`src/rtl/riscv_pkg.sv`:
```
// Shared RV32 core constants: widths, opcodes, forwarding codes, M-stage FSM encoding.
package riscv_pkg;

    localparam int WORD_BITWIDTH    = 32;
    localparam int REG_NUM_BITWIDTH = 5;
    localparam int MEM_CNT_BITWIDTH = 4;

    localparam logic [6:0] OPC_LOAD   = 7'b0000011;
    localparam logic [6:0] OPC_STORE  = 7'b0100011;
    localparam logic [6:0] OPC_OP     = 7'b0110011;
    localparam logic [6:0] OPC_OP_IMM = 7'b0010011;
    localparam logic [6:0] OPC_BRANCH = 7'b1100011;
    localparam logic [6:0] OPC_JAL    = 7'b1101111;
    localparam logic [6:0] OPC_JALR   = 7'b1100111;
    localparam logic [6:0] OPC_LUI    = 7'b0110111;
    localparam logic [6:0] OPC_AUIPC  = 7'b0010111;

    typedef enum logic [1:0] {
        FWD_NONE = 2'b00,
        FWD_WB   = 2'b01,
        FWD_MEM  = 2'b10
    } fwd_sel_t;

    typedef enum logic {
        MEM_IDLE = 1'b0,
        MEM_WAIT = 1'b1
    } mem_state_t;

    function automatic logic is_misaligned(input logic [1:0] addr_lsb);
        return addr_lsb != 2'b00;
    endfunction

endpackage

```
`src/rtl/mem_req_fsm.sv`:
```
// Tracks an outstanding data-memory request and flags a timeout after MEM_TIMEOUT waiting cycles.
// Latency: timeout is combinational in the cycle the counter reaches MEM_TIMEOUT.
// Backpressure: none of its own; the request is held by the owning stage until ack or timeout.
module mem_req_fsm
    import riscv_pkg::*;
#(
    parameter int MEM_TIMEOUT = 15
) (
    input  logic clk,
    input  logic rst,
    input  logic req,
    input  logic ack,
    output logic in_wait,
    output logic timeout
);

    mem_state_t                  state, state_nxt;
    logic [MEM_CNT_BITWIDTH-1:0] cnt, cnt_nxt;
    logic                        cnt_hit;

    assign cnt_hit = (cnt == MEM_CNT_BITWIDTH'(MEM_TIMEOUT));

    always_ff @(posedge clk or posedge rst) begin
        if (rst) begin
            state <= MEM_IDLE;
            cnt   <= '0;
        end else begin
            state <= state_nxt;
            cnt   <= cnt_nxt;
        end
    end

    always_comb begin
        state_nxt = state;
        cnt_nxt   = cnt;
        unique case (state)
            MEM_IDLE: begin
                if (req && !ack) begin
                    state_nxt = MEM_WAIT;
                    cnt_nxt   = MEM_CNT_BITWIDTH'(1);
                end
            end
            MEM_WAIT: begin
                // A late ack on the final cycle still wins over the timeout.
                if (ack || cnt_hit) begin
                    state_nxt = MEM_IDLE;
                    cnt_nxt   = '0;
                end else begin
                    cnt_nxt = cnt + MEM_CNT_BITWIDTH'(1);
                end
            end
        endcase
    end

    always_comb begin
        in_wait = (state == MEM_WAIT);
        timeout = in_wait && !ack && cnt_hit;
    end

endmodule

```
`src/rtl/mem_stage.sv`:
```
// EX/MEM register plus data-memory access; feeds the MEM/WB register and the M-stage forward path.
// Latency: ALU op EX->WB 2 cycles; memory op 2 + N cycles where N is req-to-ack delay.
// Backpressure: stall holds IF/ID/EX while a request is outstanding; M holds its contents meanwhile.
module mem_stage
    import riscv_pkg::is_misaligned;
#(
    parameter int WORD_BITWIDTH    = 32,
    parameter int REG_NUM_BITWIDTH = 5,
    parameter int MEM_TIMEOUT      = 15
) (
    input  logic                        clk,
    input  logic                        rst,
    input  logic                        ex_valid,
    input  logic [WORD_BITWIDTH-1:0]    ex_ALUresult,
    input  logic [WORD_BITWIDTH-1:0]    ex_storeData,
    input  logic [REG_NUM_BITWIDTH-1:0] ex_rd,
    input  logic                        ex_regWrite,
    input  logic                        ex_memRead,
    input  logic                        ex_memWrite,
    input  logic                        flush,
    output logic                        dmem_req,
    output logic                        dmem_we,
    output logic [WORD_BITWIDTH-1:0]    dmem_addr,
    output logic [WORD_BITWIDTH-1:0]    dmem_wdata,
    input  logic [WORD_BITWIDTH-1:0]    dmem_rdata,
    input  logic                        dmem_ack,
    output logic                        stall,
    output logic [WORD_BITWIDTH-1:0]    fd_mem_data,
    output logic [REG_NUM_BITWIDTH-1:0] mem_rd,
    output logic                        mem_regWrite,
    output logic                        wb_valid,
    output logic [REG_NUM_BITWIDTH-1:0] wb_rd,
    output logic                        wb_regWrite,
    output logic [WORD_BITWIDTH-1:0]    wb_data,
    output logic                        mem_err
);

    typedef struct packed {
        logic [WORD_BITWIDTH-1:0]    alu_result;
        logic [WORD_BITWIDTH-1:0]    store_data;
        logic [REG_NUM_BITWIDTH-1:0] rd;
        logic                        reg_write;
        logic                        mem_read;
        logic                        mem_write;
    } m_reg_t;

    m_reg_t m_q;
    m_reg_t m_d;
    logic   m_valid;
    logic   m_mem;
    logic   m_mis;
    logic   retire;
    logic   wb_valid_nxt;
    logic   in_wait;
    logic   timeout;

    assign m_d = '{
        alu_result: ex_ALUresult,
        store_data: ex_storeData,
        rd:         ex_rd,
        reg_write:  ex_regWrite,
        mem_read:   ex_memRead,
        mem_write:  ex_memWrite
    };

    always_comb begin
        m_mem        = m_valid && (m_q.mem_read || m_q.mem_write);
        m_mis        = m_mem && is_misaligned(m_q.alu_result[1:0]);
        retire       = m_valid && (!m_mem || m_mis || dmem_ack || timeout);
        stall        = m_valid && !retire;
        wb_valid_nxt = retire && !m_mis && !timeout;
    end

    // Address/data come straight from the M register, which is frozen while stalled.
    assign dmem_req     = m_mem && !m_mis;
    assign dmem_we      = m_q.mem_write;
    assign dmem_addr    = m_q.alu_result;
    assign dmem_wdata   = m_q.store_data;
    assign fd_mem_data  = m_q.alu_result;
    assign mem_rd       = m_q.rd;
    assign mem_regWrite = m_valid && m_q.reg_write;

    mem_req_fsm #(
        .MEM_TIMEOUT (MEM_TIMEOUT)
    ) u_mem_req_fsm (
        .clk     (clk),
        .rst     (rst),
        .req     (dmem_req),
        .ack     (dmem_ack),
        .in_wait (in_wait),
        .timeout (timeout)
    );

    // flush only ever kills the EX instruction; a stalled M entry is never dropped.
    always_ff @(posedge clk or posedge rst) begin
        if (rst) begin
            m_valid <= 1'b0;
            m_q     <= '0;
        end else if (!stall) begin
            m_valid <= ex_valid && !flush;
            m_q     <= m_d;
        end
    end

    always_ff @(posedge clk or posedge rst) begin
        if (rst) begin
            wb_valid    <= 1'b0;
            wb_rd       <= '0;
            wb_regWrite <= 1'b0;
            wb_data     <= '0;
            mem_err     <= 1'b0;
        end else begin
            wb_valid    <= wb_valid_nxt;
            wb_rd       <= m_q.rd;
            wb_regWrite <= m_q.reg_write && wb_valid_nxt;
            wb_data     <= m_q.mem_read ? dmem_rdata : m_q.alu_result;
            if (m_mis || timeout) begin
                mem_err <= 1'b1;
            end
        end
    end

    a_wait_holds_req: assert property (@(posedge clk) disable iff (rst) in_wait |-> dmem_req);

endmodule

```
`config.mk`:
```
export PLATFORM = sky130hd
export DESIGN_NAME = mem_stage
export DESIGN_NICKNAME = d
export VERILOG_FILES = /design/src/rtl/riscv_pkg.sv /design/src/rtl/mem_req_fsm.sv /design/src/rtl/mem_stage.sv
export SDC_FILE = /design/constraint.sdc
export NUM_CORES = 1
export LEC_CHECK = 0
export CORE_ASPECT_RATIO = 0.75
export CORE_UTILIZATION = 43
export CTS_CLUSTER_DIAMETER = 150
export DETAILED_ROUTE_END_ITERATION = 16
export MAX_ROUTING_LAYER = met4
export PLACE_DENSITY_LB_ADDON = 0.05
export SLEW_MARGIN = 5
export SYNTH_ARGS = -nofsm -noshare
export SYNTH_HDL_FRONTEND = slang
export SYNTH_SLANG_ARGS = --single-unit
```
`constraint.sdc`:
```
create_clock -name clk -period 10.6 [get_ports clk]
set_clock_uncertainty 0.2 [all_clocks]
set_input_delay 3.18 -clock clk [delete_from_list [all_inputs] [get_ports clk]]
set_output_delay 3.18 -clock clk [all_outputs]
set_load 0.01 [all_outputs]
```
# [Word-level counts from Yosys, hierarchy flattened]
# Index checks and enable logic that the tools add are counted.
[op_classes] add_sub_neg=1 eq_ne=2 mux=7 n_bitwise=1 reduce_logical=26
[ops] operator="$mux W32" n=1
[ops] operator="$logic_and A1 B1 Y1" n=13
[ops] operator="$mux W4" n=2
[ops] operator="$pmux W4 S2" n=1
[ops] operator="$logic_not A1 Y1" n=6
[ops] operator="$logic_or A1 B1 Y1" n=6
[ops] operator="$add A4 B1 Y4 const B" n=1
[ops] operator="$eq A4 B4 Y1 const B" n=1
[ops] operator="$mux W1" n=2
[ops] operator="$ne A2 B1 Y1 const B" n=1
[ops] operator="$pmux W1 S2" n=1
[ops] operator="$reduce_bool A2 Y1" n=1
[ops] operator="$not A1 Y1" n=1
[word_totals] ff_bits=118 output_inout_bits=145

# [Depth between registers and ports, before layout]
[logic_depth] word_depth=10 ltp_mapped=6 mapped_depth_nobuf=4

# [Modules after synthesis]
# Synthesis repeated with hierarchy kept, for this count alone.
[hier_totals] hier_cells=370 area_unflattened_um2=5397.7
[modules_own_cells] module="mem_stage" instances=1 cells_each=345 area_each_um2=5144.9
[modules_own_cells] module="mem_req_fsm" instances=1 cells_each=25 area_each_um2=252.7

# [Worst setup path after synthesis]
# Ideal clock, no wire load.
[synth_path] path_type="input to output" start="input port dmem_ack" end="output port stall" arrival_ps=3937 required_time_ps=7220 setup_slack_ps=3283 cell_stages=5 n_path_buf=2 cell_sequence="nand2b_1 o211ai_2 buf_6 buf_6 inv_1"
[synth_between] elab_chain_cells=7
[synth_lines] item="from (decl)" line_no="mem_stage.sv:26" source="input logic dmem_ack,"
[synth_lines] item="$logic_not A1 Y1" line_no="mem_req_fsm.sv:57" source="timeout = in_wait && !ack && cnt_hit;"
[synth_lines] item="$logic_and A1 B1 Y1 (2 in series)" line_no="mem_req_fsm.sv:57"
[synth_lines] item="$logic_or A1 B1 Y1 *" line_no="mem_stage.sv:69" source="retire = m_valid && (!m_mem || m_mis || dmem_ack || timeout);"
[synth_lines] item="$logic_and A1 B1 Y1 *" line_no="mem_stage.sv:69"
[synth_lines] item="$logic_not A1 Y1 *" line_no="mem_stage.sv:70" source="stall = m_valid && !retire;"
[synth_lines] item="$logic_and A1 B1 Y1 *" line_no="mem_stage.sv:70"
[synth_lines] item="to (decl)" line_no="mem_stage.sv:27" source="output logic stall,"
# Every way passes the cells marked *; elsewhere a longest branch is shown, timed or not.

# [Worst setup path in the final report]
# Ends and elaborated chain as after synthesis.

==> impl_metrics.py <==
metrics = {
    "status": {
        "outcome": "complete, no violations",
    },
    "yosys": {
        "synthTopCellsByArea": "dfrtp_1 55%, mux2_4 16%, buf_4 14%",
        "yosysSeqAreaShare": 0.546,
        "netlist_instances": 370,
        "syn_nets": 480,
        "synth_cell_type_count": 29,
        "ys_ff_latch": 118,
        "netlist.top_cell.by_area": "dfrtp_1",
        "synth_area_um2": 5410,
        "yosys_warnings": 0,
        "syn_avg_cell_area_um2": 14.6,
        "synth_top_area_frac": 0.546,
    },
    "floorplan": {
        "die-area_um2": 13000,
        "rows": 35,
        "coreArea_um2": 12300,
        "ios": 254,
        "die_h_um": 99.2,
        "start_util": 0.441,
        "die_x_um": 132,
    },
    "routing": {
        "ant_nets": 0,
        "wl_per_cell_um": 16.4,
        "initialDrtViolationCount": 85,
        "route.detailed.drc": 0,
        "routed_via_density": 4.54,
        "dr_total_vias": 3233,
        "routed_wl_um": 11700,
        "dr.pass1.iters": 4,
    },
    "setup_path": {
        "crit_required_ns": 7.22,
        "crit_buf_inv": 3,
        "max_stage_delay_ns": 0.57,
        "cp-endpoint": "stall",
        "worstSetupPathDepth": 5,
        "slowest_stage": "clkdlybuf4s50_1",
        "cp-end-kind": "output port",
        "crit_top_cell": "clkdlybuf4s50_1",
        "crit_type": "in2out",
        "startpoint": "dmem_ack",
        "worst_r2r_startpoint": "u_mem_req_fsm.cnt[0]$_DFFE_PP0P_",
        "path_cells": "clkdlybuf4s50_1, nand2b_1, o211ai_4, inv_1, clkdlybuf4s50_1",
        "arrival_ns": 4.76,
        "critical-path-top-delay-family": "buffers and inverters",
        "r2r_slack_ns": 7.61,
        "start_kind": "primary input",
        "rr_endpoint": "dmem_wdata[6]$_DFFE_PP0N_",
        "worstPathMaxFanout": 4,
        "ff2ff_path_depth": 6,
    },
    "power_and_ir_drop": {
        "ir_drop_mv": 0.105,
        "power.leakage_nw": 3.52,
        "power_density_nw_per_um2": 166,
    },
    "cts": {
        "ctsRootBufferMaster": "clkbuf_16",
        "h-tree-depth": 4,
        "ctsResizeCount": 0,
        "clk_latency_ns": 0.40,
        "post_cts_buffers": 0,
        "path_clk_slew_ns": 0.05,
        "cts.sinks": 118,
        "ctsHoldBuffers": 0,
        "tritoncts": "yes",
        "clk_path_buf_depth": 2,
        "cts_buffers": 17,
    },
    "cells_and_area": {
        "layout.nets": 643,
        "stdcell_count": 712,
        "drive_above_1_share": 0.258,
        "layout_commonest_cell": "clkdlybuf4s50_1",
        "mostFrequentLayoutCells": "253 x clkdlybuf4s50_1, 118 x dfrtp_1, 56 x mux2_4",
        "area_delta_synth_final_pct": 47.4,
        "n_antenna_cell": 0,
    },
    "run": {
        "cap_violations": 0,
    },
    "place": {
        "dp_hpwl_um": 8000,
        "gp_congestion": 0.782,
        "place_inst": 680,
        "numPortBuffers": 253,
    },
    "worst_hold_path": {
        "hold_path_class": "reg2reg",
    },
    "timing": {
        "hold_viol_final": 0,
        "maxSlewViolCount": 0,
        "min_period_ns": 8.14,
        "grt_setup_unrepaired": "false",
        "relSlewSlack": 0.450,
        "post-route-period-util": 0.768,
        "worst_slew_pin_slew_ns": 0.825,
        "setup-tns-final_ns": 0,
        "setup_viol": 0,
        "fmax_mhz": 123,
    },
    "global_route": {
        "grt_usage": 0.196,
        "antenna_found_initial": 0,
        "grt_pass1_vias": 3468,
        "grt_max_degree": 64,
        "grt_pass1_wl_um": 18700,
        "grt_overflow": 0,
    },
}
## per-stage QoR
step | setup slack [ns] | power (W) | hold WS (ns) | util | instance area, um^2
global placement | 2.51 | 0.000707 | 0.189 | 0.598 | 7330
finish | 2.46 | 0.00132 | 0.211 | 0.651 | 7980
CTS | 2.47 | 0.00134 | 0.213 | 0.651 | 7980
floorplan | 3.28 | 0.000616 | 0.175 | - | 5410
detailed placement | 2.49 | 0.000709 | 0.190 | 0.598 | 7330
global route | 2.38 | 0.00138 | 0.224 | 0.651 | 7980
## synthesized netlist by cell type
cell type	count
o22ai_1	2
nor2_1	1
xnor2_1	1
and2_1	4
or2_2	1
nand3_1	2
buf_4	101
mux2_4	56
and4_1	1
nor3b_1	2
nand2b_1	1
o21a_2	1
nor2b_1	1
buf_2	2
a32o_1	1
mux2_2	46
o21ai_0	3
buf_6	7
o32ai_1	1
dfrtp_1	118
o211ai_2	1
a21oi_1	2
inv_1	4
nor3_4	1
ha_1	1
buf_1	3
a211o_1	1
nand2_1	3
nor3_1	2
## worst min-delay path by stage
stage	startpoint	end	slack [ns]	depth (start not counted)
finish	mem_rd[1]$_DFFE_PP0N_	wb_rd[1]$_DFF_PP0_	0.21	0
detailed placement	mem_rd[2]$_DFFE_PP0N_	wb_rd[2]$_DFF_PP0_	0.19	0
CTS	mem_rd[2]$_DFFE_PP0N_	wb_rd[2]$_DFF_PP0_	0.21	0
global placement	mem_rd[3]$_DFFE_PP0N_	wb_rd[3]$_DFF_PP0_	0.19	0
global route	mem_rd[2]$_DFFE_PP0N_	wb_rd[2]$_DFF_PP0_	0.22	0
floorplan	mem_rd[0]$_DFFE_PP0N_	wb_rd[0]$_DFF_PP0_	0.18	0
## worst reg2reg max path, cell delays in order, from the launching register on
cell and delay [ns]:
dfrtp_1 0.39, ha_1 0.22, nand3_1 0.20, o211ai_4 0.25
buf_4 0.43, buf_4 0.73, mux2_2 0.45
## state kept, by name, summed over array words and instances, names as in the netlist
signal	cells
u_mem_req_fsm.cnt	4
wb_data	32
wb_valid	1
mem_err	1
wb_rd	5
wb_regWrite	1
m_q	2
mem_rd	5
dmem_we	1
u_mem_req_fsm.in_wait	1
dmem_addr	32
dmem_wdata	32
m_valid	1
## routing by layer
layer | vias to the layer above | routed length, um | GRT usage
met1 | 1587 | 4950 | 0.236
met3 | 14 | 997 | 0.0775
li1 | 1483 | - | -
met2 | 149 | 5580 | 0.301
met5 | - | 0 | -
met4 | 0 | 128 | 0.0662
## logic make-up after synthesis
| kind of cell | synth area share |
|---|---|
| flops | 0.546 |
| xor+xnor | 0.00162 |
| fa+ha+maj | 0.00231 |
| simple gates | 0.0220 |
| compound gates | 0.0160 |
| mux | 0.251 |
| buf+inv | 0.161 |
## power by group
part           total [W]  internal [W]  switching [W]
clock           0.000621      0.000424       0.000197
sequential      0.000506      0.000483      0.0000224
combinational   0.000195      0.000130      0.0000652
total            0.00132       0.00104       0.000285
## cell type report
cell class,count,area [um^2]
clock buffers,24,502
clock inverters,8,143
fillers,918,4280
inverters,4,17.5
multi-input cells,135,1590
flip-flops and latches,118,2950
well taps,166,208
repair buffers,257,2560
(Power assumes the default switching activity.)
